<file path="src/rtl/sys_bus_arbiter.sv">
// Arbiter between NUM_M pipeline masters and the single shared sys_bus port.
// One transaction at a time: IDLE picks a winner, ACCESS holds the owner's
// request on the bus for LAT cycles, RESP pulses the owner's m_rvalid.
module sys_bus_arbiter #(
  parameter int unsigned NUM_M  = 2,
  parameter int unsigned ADDR_W = 64,
  parameter int unsigned DATA_W = 64,
  parameter int unsigned MODE   = 0,
  parameter int unsigned LAT    = 1
) (
  input  logic                      clk,
  input  logic                      rst,
  input  logic [NUM_M-1:0]          m_req,
  input  logic [3*NUM_M-1:0]        m_rd_ctrl,
  input  logic [3*NUM_M-1:0]        m_wr_ctrl,
  input  logic [ADDR_W*NUM_M-1:0]   m_addr,
  input  logic [DATA_W*NUM_M-1:0]   m_din,
  output logic [NUM_M-1:0]          m_gnt,
  output logic [NUM_M-1:0]          m_rvalid,
  output logic [DATA_W-1:0]         m_rdata,
  output logic [2:0]                bus_rd_ctrl,
  output logic [2:0]                bus_wr_ctrl,
  output logic [ADDR_W-1:0]         bus_addr,
  output logic [DATA_W-1:0]         bus_din,
  input  logic [DATA_W-1:0]         bus_dout
);

  localparam int unsigned IdxW = $clog2(NUM_M);

  typedef enum logic [1:0] {StIdle, StAccess, StResp} state_e;

  state_e            state_q, state_d;
  logic [IdxW-1:0]   owner_q;
  logic [IdxW-1:0]   rr_ptr_q;
  logic [IdxW-1:0]   winner;
  logic [3:0]        cnt_q;
  logic [DATA_W-1:0] rdata_q;
  logic              any_req;

  assign any_req = |m_req;
  assign m_rdata = rdata_q;

  // Winner selection: lowest index (fixed) or first index after rr_ptr (round robin).
  always_comb begin
    int unsigned idx;
    idx    = 0;
    winner = '0;
    if (MODE == 0) begin
      // Scan downward so the lowest requesting index is assigned last.
      for (int i = int'(NUM_M) - 1; i >= 0; i--) begin
        if (m_req[i]) winner = IdxW'(i);
      end
    end else begin
      // Scan offsets downward so the smallest offset from rr_ptr+1 wins.
      for (int unsigned i = NUM_M; i >= 1; i--) begin
        idx = (32'(rr_ptr_q) + i) % NUM_M;
        if (m_req[idx]) winner = IdxW'(idx);
      end
    end
  end

  // State register.
  always_ff @(posedge clk or posedge rst) begin
    if (rst) begin
      state_q <= StIdle;
    end else begin
      state_q <= state_d;
    end
  end

  // Next-state logic.
  always_comb begin
    state_d = state_q;
    case (state_q)
      StIdle:   if (any_req) state_d = StAccess;
      StAccess: if (cnt_q == 4'd0) state_d = StResp;
      StResp:   state_d = StIdle;
      default:  state_d = StIdle;
    endcase
  end

  // Owner, latency counter, round-robin pointer and response data.
  always_ff @(posedge clk or posedge rst) begin
    if (rst) begin
      owner_q  <= '0;
      rr_ptr_q <= IdxW'(NUM_M - 1);
      cnt_q    <= 4'd0;
      rdata_q  <= '0;
    end else begin
      case (state_q)
        StIdle: begin
          if (any_req) begin
            owner_q  <= winner;
            rr_ptr_q <= winner;
            cnt_q    <= 4'(LAT - 1);
          end
        end
        StAccess: begin
          if (cnt_q == 4'd0) begin
            rdata_q <= bus_dout;
          end else begin
            cnt_q <= cnt_q - 4'd1;
          end
        end
        default: ;
      endcase
    end
  end

  // Outputs: bus mirrors the owner only in ACCESS; everything else idles at zero.
  always_comb begin
    m_gnt       = '0;
    m_rvalid    = '0;
    bus_rd_ctrl = 3'd0;
    bus_wr_ctrl = 3'd0;
    bus_addr    = '0;
    bus_din     = '0;
    case (state_q)
      StAccess: begin
        m_gnt[owner_q] = 1'b1;
        for (int unsigned i = 0; i < NUM_M; i++) begin
          if (owner_q == IdxW'(i)) begin
            bus_rd_ctrl = m_rd_ctrl[3*i +: 3];
            bus_wr_ctrl = m_wr_ctrl[3*i +: 3];
            bus_addr    = m_addr[ADDR_W*i +: ADDR_W];
            bus_din     = m_din[DATA_W*i +: DATA_W];
          end
        end
      end
      StResp:  m_rvalid[owner_q] = 1'b1;
      default: ;
    endcase
  end

endmodule
</file>
<file path="config.mk">
export PLATFORM = sky130hd
export DESIGN_NAME = sys_bus_arbiter
export DESIGN_NICKNAME = d
export VERILOG_FILES = /design/src/rtl/sys_bus_arbiter.sv
export SDC_FILE = /design/constraint.sdc
export NUM_CORES = 1
export LEC_CHECK = 0
export CAP_MARGIN = 30
export CORE_AREA = 2 2 207 209
export CTS_CLUSTER_SIZE = 30
export DETAILED_ROUTE_END_ITERATION = 8
export DIE_AREA = 0 0 209 211
export GPL_TIMING_DRIVEN = 1
export SYNTH_ARGS = -nofsm -noshare
export SYNTH_HDL_FRONTEND = slang
export SYNTH_SLANG_ARGS = --single-unit
export TNS_END_PERCENT = 10
</file>
<file path="constraint.sdc">
create_clock -name clk -period 2.4 [get_ports clk]
set_input_delay 0.48 -clock clk [delete_from_list [all_inputs] [get_ports clk]]
set_output_delay 0.48 -clock clk [all_outputs]
set_load 0.02 [all_outputs]
</file>
Yosys cells after proc, flatten, opt, wreduce, memory -nomap -nowiden

Cells that the tools add are included.

Input port bits: 336
ROM bits: 0
Bits in writable memories: 0
Latch bits: 0
Output and inout bits: 202
Register bits after elaboration: 71
Memories: 0
Word-level logic and storage cells: 41

Div/mod/pow operators: 0
Multiplexer cells: 20
Bitwise operators: 0
Add/subtract/negate cells: 1
Equality and inequality tests: 5
Shift-type cells: 0
Reduce and logical (&&, ||, !) cells: 9
Magnitude comparators: 2
Multipliers: 0

Operators by type and width:

| cell                  | number |
|---|---|
| $mux W64              | 4 |
| $mux W3               | 4 |
| $mux W2               | 4 |
| $mux W4               | 2 |
| $pmux W4 S2           | 1 |
| $ne A2 B2 Y1 const B  | 3 |
| $reduce_and A2 Y1     | 3 |
| $logic_not A4 Y1      | 1 |
| $pmux W2 S2           | 1 |
| $sub A4 B1 Y4 const B | 1 |
| $mux W1               | 3 |
| $reduce_and A3 Y1     | 1 |
| $eq A2 B1 Y1 const B  | 1 |
| $eq A2 B2 Y1 const B  | 1 |
| $logic_not A2 Y1      | 1 |
| $lt A1 B2 Y1 const B  | 1 |
| $reduce_bool A2 Y1    | 1 |
| $reduce_or A2 Y1      | 1 |
| $demux W1 S1          | 1 |
| $ge A1 B1 Y1 const B  | 1 |
| $logic_and A1 B1 Y1   | 1 |

Logic depth before layout (Yosys ltp)

Gate-level depths: netlist of the first run.

Word-level depth: 5
Depth in mapped cells: 7
Mapped depth without buffers: 5

Least setup slack after synthesis of the first run

No wires, ideal clock.

Kind: register -> output
Start point: register state_q[1]
End point: output bus_addr[10]
Stages on the path, launching flop included: 6
Buffers on the path: 3
Arrival: 1.305 ns
Path slack: 0.615 ns
Data required time: 1.920 ns
Path through: dfrtp_1 nand2b_1 clkbuf_1 clkbuf_1 buf_2 nor2_1

Word-level cells in the longest chain between the ends: 2

RTL lines:

| item                     | RTL line | source |
|---|---|---|
| start: declaration       | 32       | `state_e state_q, state_d;` |
| start signal: assignment | 65       | `state_q <= StIdle;` |
| start signal: assignment | 67       | `state_q <= state_d;` |
| $eq A2 B1 Y1             | 118      | `case (state_q)` |
| $mux W64                 | 118      |  |
| end: declaration         | 23       | `output logic [ADDR_W-1:0] bus_addr,` |

No other way between the ends.

Worst setup path in the final report of the first run

Start point: register owner_q
End point: output bus_din[56]

Word-level cells in the longest chain between the ends: 2

RTL lines:

| item                     | RTL line | source |
|---|---|---|
| start: declaration       | 33       | `logic [IdxW-1:0] owner_q;` |
| start signal: assignment | 93       | `owner_q <= winner;` |
| $mux W64                 | 122      | `if (owner_q == IdxW'(i)) begin` |
| $mux W64                 | 118      |  |
| end: declaration         | 24       | `output logic [DATA_W-1:0] bus_din,` |

No other way between the ends.

==> results of run 1 <==
-- flip-flops by register name, summed over array words and instances (netlist names) --
| signal | cells |
|---|---|
| cnt_q | 4 |
| m_rdata | 64 |
| owner_q | 1 |
| state_q | 2 |
-- synthesized netlist by cell type, drive strengths merged (3+ instances only) --
master  count  share of area
clkbuf      4         0.0030
mux2i     134           0.27
nor2      139           0.10
inv         5         0.0038
dfrtp      71           0.36
mux2       64           0.18
o21ai       3         0.0030
buf        35          0.043
a21oi       3         0.0030
-- final cells by class --
type / count / area [um2] / area share
flip-flops and latches: 71 / 1780 / 0.1509
clock inverters: 7 / 77.57 / 0.006575
repair buffers: 583 / 5901 / 0.5002
clock buffers: 9 / 225.2 / 0.01909
inverters: 5 / 18.77 / 0.001591
well taps: 539 / 674.4 / 0.05716
diodes: 7 / 17.52 / 0.001485
multi-input cells: 364 / 3103 / 0.2630
-- worst max-delay path: cells and delay by family, from the launching register on --
kind | cells | cell delay (ns)
flip-flops | 1 | 0.56
multiplexers | 1 | 0.13
buffers and inverters | 3 | 0.72
AND/OR/NAND/NOR | 1 | 0.15
-- logic make-up after synthesis --
family / share of synthesized area
muxes: 0.4509
and+or+nand+nor: 0.1256
DFF: 0.3567
buffers and inverters: 0.04973
AOI/OAI and AO/OA: 0.01206
adders and majority gates: 0.005023
-- per-stage QoR --
step	cell area, um2	instances
finish	11800	1585
global route	11800	1584
CTS	11700	1575
detailed placement	11400	1556
global placement	11400	1556
floorplan	4981	479
-- worst min-delay path by stage --
stage / start / endpoint / cells past startpoint
after floorplan: cnt_q[1]$_DFFE_PP0P_ / cnt_q[1]$_DFFE_PP0P_ / 2
after CTS: m_rdata[55]$_DFFE_PP0P_ / m_rdata[55]$_DFFE_PP0P_ / 1
final: m_rdata[55]$_DFFE_PP0P_ / m_rdata[55]$_DFFE_PP0P_ / 1
after global routing: m_rdata[36]$_DFFE_PP0P_ / m_rdata[36]$_DFFE_PP0P_ / 1
after global placement: m_rdata[63]$_DFFE_PP0P_ / m_rdata[63]$_DFFE_PP0P_ / 1
after detailed placement: m_rdata[31]$_DFFE_PP0P_ / m_rdata[31]$_DFFE_PP0P_ / 1
-- where the power goes --
group	internal, mW	switching, mW	total, mW
sequential	1.83	0.399	2.23
combinational	5.79	5.79	11.6
clock	0.816	0.561	1.38
total	8.44	6.75	15.2
-- metal layers --
| metal | vias up | wire length (um) | share of wire |
|---|---|---|---|
| li1 | 2756 | - | - |
| met1 | 2717 | 10470 | 0.35 |
| met3 | 43 | 2499 | 0.083 |
| met4 | 2 | 1033 | 0.034 |
| met2 | 315 | 16100 | 0.53 |
| met5 | - | 13 | 0.00043 |
-- repair_timing --
item | CTS | global route
gates cloned | 1 | 0
buffers inserted | 2 | 3
setup endpoints to repair | 125 | 44
pin swaps | 0 | 0
resized for setup | 134 | 44
==> impl_metrics.toml, run 1 <==
[timing]
drv_slew = 0
rsz0062_at_grt = "true"
maxSlewHeadroom = 0.6154
worstMarginPinSlew_ns = 0.5769
skew_ns = 0.01328
fin_worst_hold_slack_ns = 0.5044
setup_viol = 0
finalCritPeriodShare = 0.9906
period_minus_slack_ns = 2.377
layout_setup_ws_ns = 0.02255
fin_setup_tns_ns = 0
max_freq_ghz = 0.4206
hold_viol_final = 0

[layout]
final_util = 0.2825
drive_above_1_share = 0.1829
final_common_cell = "clkdlybuf4s50_1"
nFillCells = 4421
finish.net_count = 1372
area_growth_pct = 136.9
mostFrequentLayoutCells = "399 x clkdlybuf4s50_1, 135 x nor2_1, 117 x mux2i_1"

[critical_path]
r2r_start = "cnt_q[0]$_DFFE_PP0P_"
crit_slowest_cell = "dfrtp_4"
cp_max_fo = 18
start_kind = "flop"
worstPathArrival_ns = 1.90
r2r_end = "m_rdata[18]$_DFFE_PP0P_"
rrSetupSlack_ns = 0.36
reg2regPathDepth = 6
end_kind = "output pin"
worst_path_largest_cell_delay_ns = 0.56
critPathRequiredTime_ns = 1.92
crit_type = "reg -> out"
critPathCapture = "bus_din[56]"
startpoint = "owner_q$_DFFE_PP0P_"
crit_chain = "buf_4 > buf_12 > mux2i_1 > nor2_1 > clkdlybuf4s15_1"

[placed_design]
portBuffers = 537
dpl_worst_slack_ns = -0.04429
gp_congestion = 0.8185
hpwl_um = 26030

[clocking]
ctsHoldBuffers = 0
clk_latency_ns = 0.34
cts.sinks = 71
root_buffer = "clkbuf_16"
cts_buffers = 9
htree_levels = 3
cts_tree = "done"
path_clk_slew_ns = 0.07
clockBufferDepth = 2

[floorplan]
ios = 538
dieArea_um2 = 44100
die_x_um = 209
die_h_um = 211
core_area_um2 = 41760
rows = 75
initial_core_util = 0.1193

[detailed_routing]
drt-initial-drc-count = 211
vias = 5833
routed_wl_um = 30110
drc_errors = 0
drtAntennaViolNets = 0
wire_per_inst_um = 19.00
firstDrtPassIters = 6
drt-vias-per-instance = 3.680

[worst_hold_path]
hp-class = "reg -> reg"

[global_routing]
grt_pass1_vias = 6002
antenna_found_initial = 10
gr-usage-met1 = 0.1318
grt-ovfl-total = 0
grt_max_degree = 56
grtUsageTotal = 0.1270
grt_use_met2 = 0.2376
grt_first_pass_wirelength_um = 40900
use_met3 = 0.03776
grt.busiest_layer = "met2"

[yosys]
yosysWarnings = 0
syn_nets = 817
syn_area_um2 = 4981
synth_seq_cells = 71
synth_cell_types = 31
synth_cells = 479
ys_seq_area_frac = 0.3567
avgSynthCellArea_um2 = 10.40
synth_edf_count = 0
synthArstFlopShare = 1.000
synthFlopType = "dfrtp_1"

[run_status]
outcome = "completed"

[pwr]
p_leak_nw = 5.381
peakVddDrop_mv = 0.6540
total_power_mw = 15.19
p_per_area_nw_per_um2 = 1287

[run]
maxCapViolations = 0
No activity file was read; power rests on OpenSTA's default activity.
==> inputs of run 2 (changes only) <==
- ABC_AREA: not set -> 1
- CORE_AREA: 2 2 207 209 -> 2 2 206 208
- DIE_AREA: 0 0 209 211 -> 0 0 208 210
- SLEW_MARGIN: not set -> 15
==> run 2 against run 1 <==
Critical path depth up 4; global-route usage decreased by 0.25 points; power is 15% lower; setup slack better by 0.065 ns; sequential share of layout area increased by 1.6 points; non-clock buffer count fell by 17; cell count increased by 16%.
==> impl_metrics.toml, run 2 <==
[yosys]
synth_seq_cells = 71
synth_common_cells = "602 x nand2_1, 71 x dfrtp_1, 24 x buf_2"
post-synth-top-count-cell = "nand2_1"
ys_seq_area_frac = 0.3951
yosys.area.top_type = "nand2_1"
avgSynthCellArea_um2 = 6.012
synth_top_area_share = 0.5025
synth_edf_count = 0
synthFlopType = "dfrtp_1"
synth_cell_types = 18
yosysWarnings = 0
syn_nets = 1086
synthTopCellsByArea = "nand2_1 50%, dfrtp_1 40%, buf_2 2.7%"
synth_cells = 748
synthArstFlopShare = 1.000
syn_area_um2 = 4497

[run]
maxCapViolations = 0

[placed_design]
hpwl_um = 24070
portBuffers = 537
dpl.cell_count = 1801
gp_congestion = 0.8554

[pwr]
p_leak_nw = 5.283
power_frac_seq = 0.163
p_clk_frac = 0.105
internal-power_mw = 6.472
power_frac_comb = 0.732
p_per_area_nw_per_um2 = 1220
power.switching_mw = 6.504
peakVddDrop_mv = 0.6847
swShare = 0.5012
total_power_mw = 12.98

[timing]
maxSlewHeadroom = 0.6290
max_freq_ghz = 0.4325
fin_setup_tns_ns = 0
rsz0062_at_grt = "true"
period_minus_slack_ns = 2.312
hold_viol_final = 0
fin_worst_hold_slack_ns = 0.4780
drv_slew = 0
finalCritPeriodShare = 0.9635
skew_ns = 0.01259
setup_viol = 0
worstMarginPinSlew_ns = 0.5565

[critical_path]
end_kind = "output pin"
crit_type = "reg -> out"
cp.depth = 9
critPathRequiredTime_ns = 1.92
r2r_end = "m_rdata[12]$_DFFE_PP0P_"
start_kind = "flop"
r2r_start = "cnt_q[0]$_DFFE_PP0P_"
worstPathArrival_ns = 1.83
reg2regPathDepth = 7
worst_path_largest_cell_delay_ns = 0.38
cp_max_fo = 23
crit_family = "buffers and inverters"
crit_chain = "inv_2 > nand2_1 > inv_2 > nand2_2 > inv_8 > buf_8 > nand2_1 > nand2_1 > clkdlybuf4s15_2"
crit_top_cell = "nand2_1"
crit_slowest_cell = "dfrtp_1"
crit_buf_inv = 5
rrSetupSlack_ns = 0.84

[layout]
finish.net_count = 1621
largest_reg_flops = 64
area_growth_pct = 136.5
finalNonFillerCells = 1831
final_util = 0.2564
drive_above_1_share = 0.1374
final_common_cell = "nand2_1"
mostFrequentLayoutCells = "599 x nand2_1, 400 x clkdlybuf4s50_1, 71 x dfrtp_1"

[detailed_routing]
routed_wl_um = 29580
drt-vias-per-instance = 3.609
firstDrtPassIters = 7
vias = 6608
drc_errors = 0
drtAntennaViolNets = 0
drt-initial-drc-count = 364
wire_per_inst_um = 16.16

[clocking]
clk_latency_ns = 0.35
htree_levels = 3
path_clk_slew_ns = 0.07
cts_tree = "done"
root_buffer = "clkbuf_16"
clockBufferDepth = 2
cts_buffers = 9
cts.sinks = 71

[floorplan]
die_h_um = 210
initial_core_util = 0.1084
die_x_um = 208
dieArea_um2 = 43680
core_area_um2 = 41480
ios = 538
rows = 75

[worst_hold_path]
holdPathEnd = "m_rdata[28]$_DFFE_PP0P_"
hp-class = "reg -> reg"
hold_depth = 2
hp-start = "m_rdata[28]$_DFFE_PP0P_"

[global_routing]
grt_pass1_vias = 6432
antenna_found_initial = 7
grtUsageTotal = 0.1245
grt_first_pass_wirelength_um = 41140
grt_max_degree = 63
grt-ovfl-total = 0

[run_status]
outcome = "completed"
==> run 2: cells by family (layout without fill, tap and decap cells) <==
family | count (synthesis) | in the layout | synth area share
and+or+nand+nor | 617 | 617 | 0.5189
DFF | 71 | 71 | 0.3951
buffers and inverters | 52 | 592 | 0.07234
other | 0 | 4 | 0
adders and majority gates | 2 | 2 | 0.005564
AOI/OAI and AO/OA | 5 | 5 | 0.006122
xor gates and xnor gates | 1 | 1 | 0.001948
==> run 2: area by class of cell <==
cell class,count,area (um2)
multi-input combinational,625,2402
tap,539,674.4
sequential,71,1777
clock inverter,7,72.57
fill,4608,30840
timing repair buffer,566,5418
antenna,4,10.01
inverter,10,57.56
clock buffer,9,225.2
==> run 2: timing repair <==
item,4_1_cts,5_1_grt
endpoints found under the setup margin,116,128
buffers inserted,0,5
gates resized for setup,174,164
gates cloned,2,3
hold buffers,0,0
==> run 2: how the worst max path moves through the flow <==
| stage | start | endpoint | slack (ns) |
|---|---|---|---|
| floorplan | rst | cnt_q[0]$_DFFE_PP0P_ | 0.12 |
| global placement | state_q[1]$_DFFE_PP0P_ | bus_din[29] | -0.007 |
| detailed placement | state_q[1]$_DFFE_PP0P_ | bus_din[29] | -0.01 |
| CTS | state_q[1]$_DFFE_PP0P_ | bus_din[5] | -0.25 |
| global route | state_q[1]$_DFFE_PP0P_ | bus_addr[14] | -0.06 |
| finish | state_q[1]$_DFFE_PP0P_ | bus_addr[44] | 0.09 |
==> run 2: power by group through the flow <==
stage | registers [mW] | logic [mW] | clock network [mW]
2_1_floorplan | 2.74 | 4.21 | 0
3_3_place_gp | 2.09 | 9.77 | 0
3_5_place_dp | 2.11 | 9.83 | 0
4_1_cts | 2.11 | 9.57 | 1.44
5_1_grt | 2.18 | 10.3 | 1.46
6_report | 2.11 | 9.50 | 1.37
==> run 2: metal layers <==
metal  vias up  wire length [um]  global-route usage
met4         0               548             0.02910
met1      2975             10460              0.1314
met3        31              2635             0.04201
met5         -                 0                   0
li1       3298                 -                   -
met2       304             15940              0.2369
==> run 2: worst reg2reg max path, cell delays in order (launching register included) <==
cell     delay [ns]
dfrtp_1        0.41
inv_1          0.11
ha_1           0.19
nand3_2        0.14
inv_2          0.14
buf_12         0.25
nand2_1        0.18
nand2_1        0.08
==> run 2: metrics by stage <==
| step | worst slack (ns) | instance area (um2) |
|---|---|---|
| floorplan | 0.1234 | 4497 |
| global placement | -0.007383 | 10500 |
| detailed placement | -0.01432 | 10500 |
| CTS | -0.2474 | 10840 |
| global route | -0.06402 | 10640 |
| finish | 0.08770 | 10640 |
